$ cat src/rtl/pll_lock_supervisor.sv
// PLL reset-and-lock supervisor: pulses the PLL reset, waits for a stable lock,
// retries on timeout and is the single source of the downstream system reset.
module pll_lock_supervisor #(
  parameter int unsigned RST_PULSE_CYCLES    = 16,
  parameter int unsigned LOCK_TIMEOUT_CYCLES = 74250,
  parameter int unsigned LOCK_STABLE_CYCLES  = 1024,
  parameter int unsigned MAX_RETRIES         = 3
) (
  input  logic       refclk,
  input  logic       rst,
  input  logic       pll_locked,
  output logic       pll_rst,
  output logic       sys_rst,
  output logic       locked_stable,
  output logic       fail,
  output logic [3:0] retry_count,
  output logic [7:0] lock_loss_count
);

  localparam int unsigned MAX_AB  = (RST_PULSE_CYCLES > LOCK_TIMEOUT_CYCLES) ?
                                    RST_PULSE_CYCLES : LOCK_TIMEOUT_CYCLES;
  localparam int unsigned CNT_MAX = (MAX_AB > LOCK_STABLE_CYCLES) ? MAX_AB : LOCK_STABLE_CYCLES;
  localparam int unsigned CNT_W   = $clog2(CNT_MAX + 1);

  localparam logic [CNT_W-1:0] RST_LAST  = CNT_W'(RST_PULSE_CYCLES - 1);
  localparam logic [CNT_W-1:0] TO_LAST   = CNT_W'(LOCK_TIMEOUT_CYCLES - 1);
  localparam logic [CNT_W-1:0] STAB_LAST = CNT_W'(LOCK_STABLE_CYCLES - 1);
  localparam logic [3:0]       RETRY_MAX = 4'(MAX_RETRIES);

  typedef enum logic [2:0] {
    ST_RESET_PLL = 3'd0,
    ST_WAIT_LOCK = 3'd1,
    ST_STABILIZE = 3'd2,
    ST_RUN       = 3'd3,
    ST_FAIL      = 3'd4
  } state_t;

  state_t           state_r, state_s;
  logic [CNT_W-1:0] cnt_r, cnt_s;
  logic             lk_meta_r, lk_sync_r;
  logic [3:0]       retry_r, retry_s;
  logic [7:0]       loss_r, loss_s;
  logic             pll_rst_r, sys_rst_r, locked_stable_r, fail_r;

  // Two-flop synchronizer for the asynchronous PLL lock indication
  always_ff @(posedge refclk) begin
    if (rst) begin
      lk_meta_r <= 1'b0;
      lk_sync_r <= 1'b0;
    end else begin
      lk_meta_r <= pll_locked;
      lk_sync_r <= lk_meta_r;
    end
  end

  // Next-state, retry and lock-loss bookkeeping
  always_comb begin
    state_s = state_r;
    retry_s = retry_r;
    loss_s  = loss_r;
    case (state_r)
      ST_RESET_PLL: begin
        if (cnt_r == RST_LAST) begin
          state_s = ST_WAIT_LOCK;
        end else begin
          state_s = ST_RESET_PLL;
        end
      end
      ST_WAIT_LOCK: begin
        // A lock seen in the timeout cycle still wins
        if (lk_sync_r) begin
          state_s = ST_STABILIZE;
        end else if (cnt_r == TO_LAST) begin
          if (retry_r == RETRY_MAX) begin
            state_s = ST_FAIL;
          end else begin
            retry_s = retry_r + 4'd1;
            state_s = ST_RESET_PLL;
          end
        end else begin
          state_s = ST_WAIT_LOCK;
        end
      end
      ST_STABILIZE: begin
        if (!lk_sync_r) begin
          state_s = ST_WAIT_LOCK;
        end else if (cnt_r == STAB_LAST) begin
          retry_s = 4'd0;
          state_s = ST_RUN;
        end else begin
          state_s = ST_STABILIZE;
        end
      end
      ST_RUN: begin
        retry_s = 4'd0;
        if (!lk_sync_r) begin
          if (loss_r != 8'hFF) begin
            loss_s = loss_r + 8'd1;
          end else begin
            loss_s = loss_r;
          end
          state_s = ST_RESET_PLL;
        end else begin
          state_s = ST_RUN;
        end
      end
      ST_FAIL: begin
        state_s = ST_FAIL;
      end
      default: begin
        state_s = ST_RESET_PLL;
      end
    endcase

    if (state_s != state_r) begin
      cnt_s = '0;
    end else begin
      cnt_s = cnt_r + CNT_W'(1);
    end
  end

  // State, counter and registered outputs; outputs follow the next state
  always_ff @(posedge refclk) begin
    if (rst) begin
      state_r         <= ST_RESET_PLL;
      cnt_r           <= '0;
      retry_r         <= 4'd0;
      loss_r          <= 8'd0;
      pll_rst_r       <= 1'b1;
      sys_rst_r       <= 1'b1;
      locked_stable_r <= 1'b0;
      fail_r          <= 1'b0;
    end else begin
      state_r         <= state_s;
      cnt_r           <= cnt_s;
      retry_r         <= retry_s;
      loss_r          <= loss_s;
      pll_rst_r       <= (state_s == ST_RESET_PLL) || (state_s == ST_FAIL);
      sys_rst_r       <= (state_s != ST_RUN);
      locked_stable_r <= (state_s == ST_RUN);
      fail_r          <= (state_s == ST_FAIL);
    end
  end

  assign pll_rst         = pll_rst_r;
  assign sys_rst         = sys_rst_r;
  assign locked_stable   = locked_stable_r;
  assign fail            = fail_r;
  assign retry_count     = retry_r;
  assign lock_loss_count = loss_r;

endmodule

$ cat config.mk
export PLATFORM = sky130hd
export DESIGN_NAME = pll_lock_supervisor
export DESIGN_NICKNAME = d
export VERILOG_FILES = /design/src/rtl/pll_lock_supervisor.sv
export SDC_FILE = /design/constraint.sdc
export NUM_CORES = 1
export LEC_CHECK = 0
export CAP_MARGIN = 40
export CORE_MARGIN = 5
export CORE_UTILIZATION = 39
export DETAILED_ROUTE_END_ITERATION = 10
export HOLD_SLACK_MARGIN = 0.15
export PLACE_DENSITY_LB_ADDON = 0.08
export REMOVE_ABC_BUFFERS = 1
export SLEW_MARGIN = 20
export SYNTH_ARGS = -nofsm -noshare
export SYNTH_HDL_FRONTEND = slang
export SYNTH_SLANG_ARGS = --single-unit
$ cat constraint.sdc
create_clock -name refclk -period 3.8 [get_ports refclk]
set_clock_uncertainty 0.15 [all_clocks]
set_input_delay 0.76 -clock refclk [delete_from_list [all_inputs] [get_ports refclk]]
set_output_delay 0.76 -clock refclk [all_outputs]
set_load 0.05 [all_outputs]
Word-level counts from Yosys, hierarchy flattened --
Index checks and enable logic that the tools add are counted.
Operators by class: add/sub/neg operators 3, equal/unequal tests 18, muxes and demuxes 14, bitwise operators 1, reduce and logical (&&, ||, !) cells 7
Operators with widths (count):
- two-way mux 4 bit | 5
- adder 17 x 1 -> 17 bit (second input constant) | 1
- == test 17 x 10 -> 1 bit (second input constant) | 1
- == test 17 bit (second input constant) | 1
- == test 17 x 4 -> 1 bit (second input constant) | 1
- one-hot mux 3 bit (5 select lines) | 1
- one-hot mux 4 bit (3 select lines) | 1
- inequality test 2 bit (second input constant) | 5
- == test 3 x 2 -> 1 bit (second input constant) | 3
- two-way mux 3 bit | 3
- adder 8 x 1 -> 8 bit (second input constant) | 1
- inequality test 8 bit (second input constant) | 1
- == test 3 bit (second input constant) | 2
- logical NOT 3 bit | 2
- AND reduction 6 bit | 1
- adder 4 x 1 -> 4 bit (second input constant) | 1
- == test 4 x 2 -> 1 bit (second input constant) | 1
- two-way mux 2 bit | 2
- == test 3 x 1 -> 1 bit (second input constant) | 1
- inequality test 3 x 2 -> 1 bit (second input constant) | 1
- inequality test 3 bit | 1
- AND reduction 3 bit | 1
- nonzero test 3 bit | 1
- two-way mux 1 bit | 2
- other kinds (3) | 3
Storage, ports and cells: flip-flop bits (word level) 38, bits of input ports 3, output and inout port bits 16, logic and storage cells 53

Longest topological paths before layout --
word-level depth 7, gate-level depth with buffers 7, depth with buffers taken out 6

Least setup slack after synthesis --
Ideal clock, no wire load.
path type reg2reg, start point register state_r[2], end point register cnt_r[0], arrival 1846 ps, data required time 3529 ps, slack 1683 ps, stages on the path, launching flop included 8, buffers on the path 2, clock period less this slack 2117 ps, cells stage by stage dfxtp_1 -> clkbuf_2 -> or4b_1 -> nor4b_1 -> nand3_1 -> nand3b_2 -> buf_6 -> a211oi_2
Between the ends: cells in the longest elaborated chain, start to end 4
RTL lines:
- start, declared | line 38 | state_t state_r, state_s;
- start signal, assigned | line 134 | state_r <= state_s;
- == test 3 bit, or another cell as far along | line 61 | case (state_r)
- one-hot mux 3 bit (5 select lines) | line 61
- inequality test 3 bit * | line 115 | if (state_s != state_r) begin
- OR reduction 2 bit (no line) *
- end signal, assigned | line 135 | cnt_r <= cnt_s;
- end, declared | line 39 | logic [CNT_W-1:0] cnt_r, cnt_s;
Mark *: on every way between the ends. The rest lies on a longest branch, timed or not. A chain may end at the register's enable or synchronous reset.

Worst setup path after layout --
start point register cnt_r[11], end point register cnt_r[3]
Between the ends: cells in the longest elaborated chain, start to end 6
RTL lines (line):
- == test 17 x 10 -> 1 bit / == test 17 bit (equally long branches) | 87, 73
- two-way mux 1 bit / two-way mux 3 bit (equally long branches) | 87, 73
- two-way mux 2 bit / two-way mux 3 bit (equally long branches) | 85, 71
- one-hot mux 3 bit (5 select lines) * | 61
- inequality test 3 bit * | 115
- OR reduction 2 bit (no line) *
Marked as above.

==> flow_metrics.py <==
metrics = {
    "worst_setup_path": {
        "reg2reg_to": "cnt_r[3]",
        "path_class": "reg -> reg",
        "worstRegToRegCells": 5,
        "cp-startpoint": "cnt_r[11]",
        "crit_arrival_ps": 2670,
        "crit_path_end_kind": "flop",
        "r2r_start": "cnt_r[11]",
        "startpoint_type": "flop",
        "critPathMaxFanout": 11,
        "r2r_setup_slack_ps": 1190,
        "required_ps": 3850,
        "cp-endpoint": "cnt_r[3]",
    },
    "flow_run": {
        "maxCapViolations": 0,
    },
    "logic_synthesis": {
        "synth.avg_cell_area_sq_um": 9.72,
        "seq_area_frac_synth_pct": 40.8,
        "synthCells": 192,
        "netlist_area_sq_um": 1870,
        "netlist-cell-type-count": 46,
        "synthFlopType": "dfxtp_1",
        "async_flop_share_pct": 0,
        "yosys_warnings": 0,
        "synth-edff-count": 0,
        "ys_ff_latch": 38,
    },
    "grt": {
        "gr-total-overflow": 0,
        "grt_max_degree": 20,
        "grt_pass1_wl_mm": 6.60,
        "grt_pass1_vias": 1392,
        "track_usage_pct": 13.3,
        "antenna_found_initial": 0,
    },
    "drt": {
        "drt-initial-drc-count": 107,
        "routed_via_density": 5.50,
        "wl_mm": 3.73,
        "wl_met2_mm": 1.70,
        "wl_met3_microns": 129,
        "ant_nets": 0,
        "wl_met1_mm": 1.84,
        "drc": 0,
        "highest_layer": "met4",
        "drt_first_pass_iters": 4,
        "vias": 1452,
        "detail_route.wl_per_cell_microns": 14.1,
    },
    "clock_tree": {
        "cts.repair.resized": 0,
        "root_buffer": "clkbuf_8",
        "hold_buffers": 0,
        "cts.path.max_buffers": 2,
        "clock_sinks": 38,
        "post_cts_buffers": 0,
        "cts_inserted_buffers": 5,
        "clk_pin_slew_ps": 70,
        "cts_tree": "built",
        "clock_latency_ps": 290,
        "htreeDepth": 2,
    },
    "final_layout": {
        "final_cells": 264,
        "final_common_cell": "dfxtp_1",
        "postLayoutCellArea_sq_um": 2150,
        "drive_gt1_share_pct": 14.8,
        "layout.nets": 216,
        "final_cell_mix": "dfxtp_1 (38), nor2_1 (21), clkdlybuf4s50_1 (18), nand3_1 (13), xor2_1 (13)",
        "antennaDiodeCount": 0,
        "syn2layout_area_growth_pct": 15.4,
    },
    "pwr": {
        "clkPwrFrac_pct": 40.0,
        "leakagePower_uw": 0.000752,
        "pwr-share-comb_pct": 2.7,
        "swShare_pct": 21.5,
        "power.internal_uw": 556,
        "p_seq_share_pct": 57.3,
        "p_sw_uw": 153,
        "ir_drop_mv": 0.166,
        "power_density_nw_per_um2": 329,
    },
    "timing": {
        "hold_viol": 0,
        "drv_slew": 0,
        "slew_headroom_pct": 50.5,
        "tns_ps": 0,
        "setup_viol": 0,
        "rsz0062_at_grt": "no",
        "post-route-min-period_ps": 2610,
        "period_share_pct": 68.8,
        "max_freq_ghz": 0.383,
        "tightest_slew_ps": 738,
    },
    "outcome": {
        "status": "completed",
    },
    "floorplan": {
        "ios": 19,
        "core_sq_um": 4690,
        "rows": 25,
        "die_h_microns": 79.2,
        "die_x_microns": 79.2,
        "dieArea_sq_um": 6270,
        "start_util_pct": 39.8,
    },
    "placement": {
        "place_area_sq_um": 2060,
        "dp.cells": 256,
        "gp_congestion": 0.811,
        "dp_hpwl_mm": 2.64,
        "io_buffers": 18,
    },
    "worst_hold_path": {
        "hp-class": "reg -> reg",
    },
}
Yosys cell counts, types with 4 or more instances:
cell type  count  area share (%)
dfxtp_1       38              41
nor2_1        21             4.2
nand3_1       13             3.5
xor2_1        13             6.1
a211oi_2      10             6.7
xnor2_1       10             4.7
nand2_1        9             1.8
a21oi_1        7             1.9
and3_1         5             1.7
nand4_1        5             1.7
nor2b_1        5             1.7
ha_1           4             2.7
flip-flops by register name, indices dropped and copies added (netlist names):
name,cells
cnt_r,17
state_r,3
sys_rst,1
lk_meta_r,1
lock_loss_count,8
pll_rst,1
retry_count,4
lk_sync_r,1
fail,1
locked_stable,1
cell families (layout without fill, tap and decap cells):
kind of cell	count (synthesis)	in the layout	synth area share, %
and+or+nand+nor	80	80	24.9
DFF	38	38	40.8
AOI/OAI and AO/OA	36	36	16.9
xor gates and xnor gates	23	23	10.8
buffers and inverters	10	28	3.42
adders and majority gates	4	4	2.68
muxes	1	1	0.537
worst min path at each step:
stage / from / end / depth (start not counted)
3_5_place_dp: lk_meta_r / lk_sync_r / 1
2_1_floorplan: lk_meta_r / lk_sync_r / 1
4_1_cts: lk_meta_r / lk_sync_r / 1
3_3_place_gp: lk_meta_r / lk_sync_r / 1
5_1_grt: lk_meta_r / lk_sync_r / 1
6_report: lk_meta_r / lk_sync_r / 1
critical path, cell delays in order (launching register included):
cell	delay, ps
dfxtp_1	340
or4_4	580
nor4_4	390
a21o_2	210
nand3_1	490
a211oi_1	380
power groups by stage:
| stage | combinational, uW | clock [uW] | sequential (uW) |
|---|---|---|---|
| 2_1_floorplan | 11.8 | 0 | 414 |
| 3_3_place_gp | 18.6 | 0 | 415 |
| 3_5_place_dp | 19.6 | 0 | 415 |
| 4_1_cts | 19.7 | 296 | 406 |
| 5_1_grt | 21.7 | 314 | 406 |
| 6_report | 19.1 | 283 | 406 |
stage by stage:
step                hold WS [ps]  power, uW  util (%)  worst slack [ps]
floorplan                    264        426         -              1500
global placement             268        434      43.9              1020
detailed placement           287        435      43.9               957
CTS                          306        722      45.9              1180
global route                 338        742      45.9              1110
finish                       299        708      45.9              1190
layer usage:
metal / vias up / global-route usage [%]
met2: 22 / 19.5
met4: 0 / 4.98
met5: - / 0
met1: 692 / 17.8
li1: 731 / -
met3: 7 / 4.99
layout make-up:
type	count	area (sq um)
fill	442	2540
multi-input combinational	144	1040
sequential	38	761
timing repair buffer	19	188
clock buffer	7	86.3
tap	54	67.6
clock inverter	1	5.00
inverter	1	3.75
No activity file was read; power rests on OpenSTA's default activity.
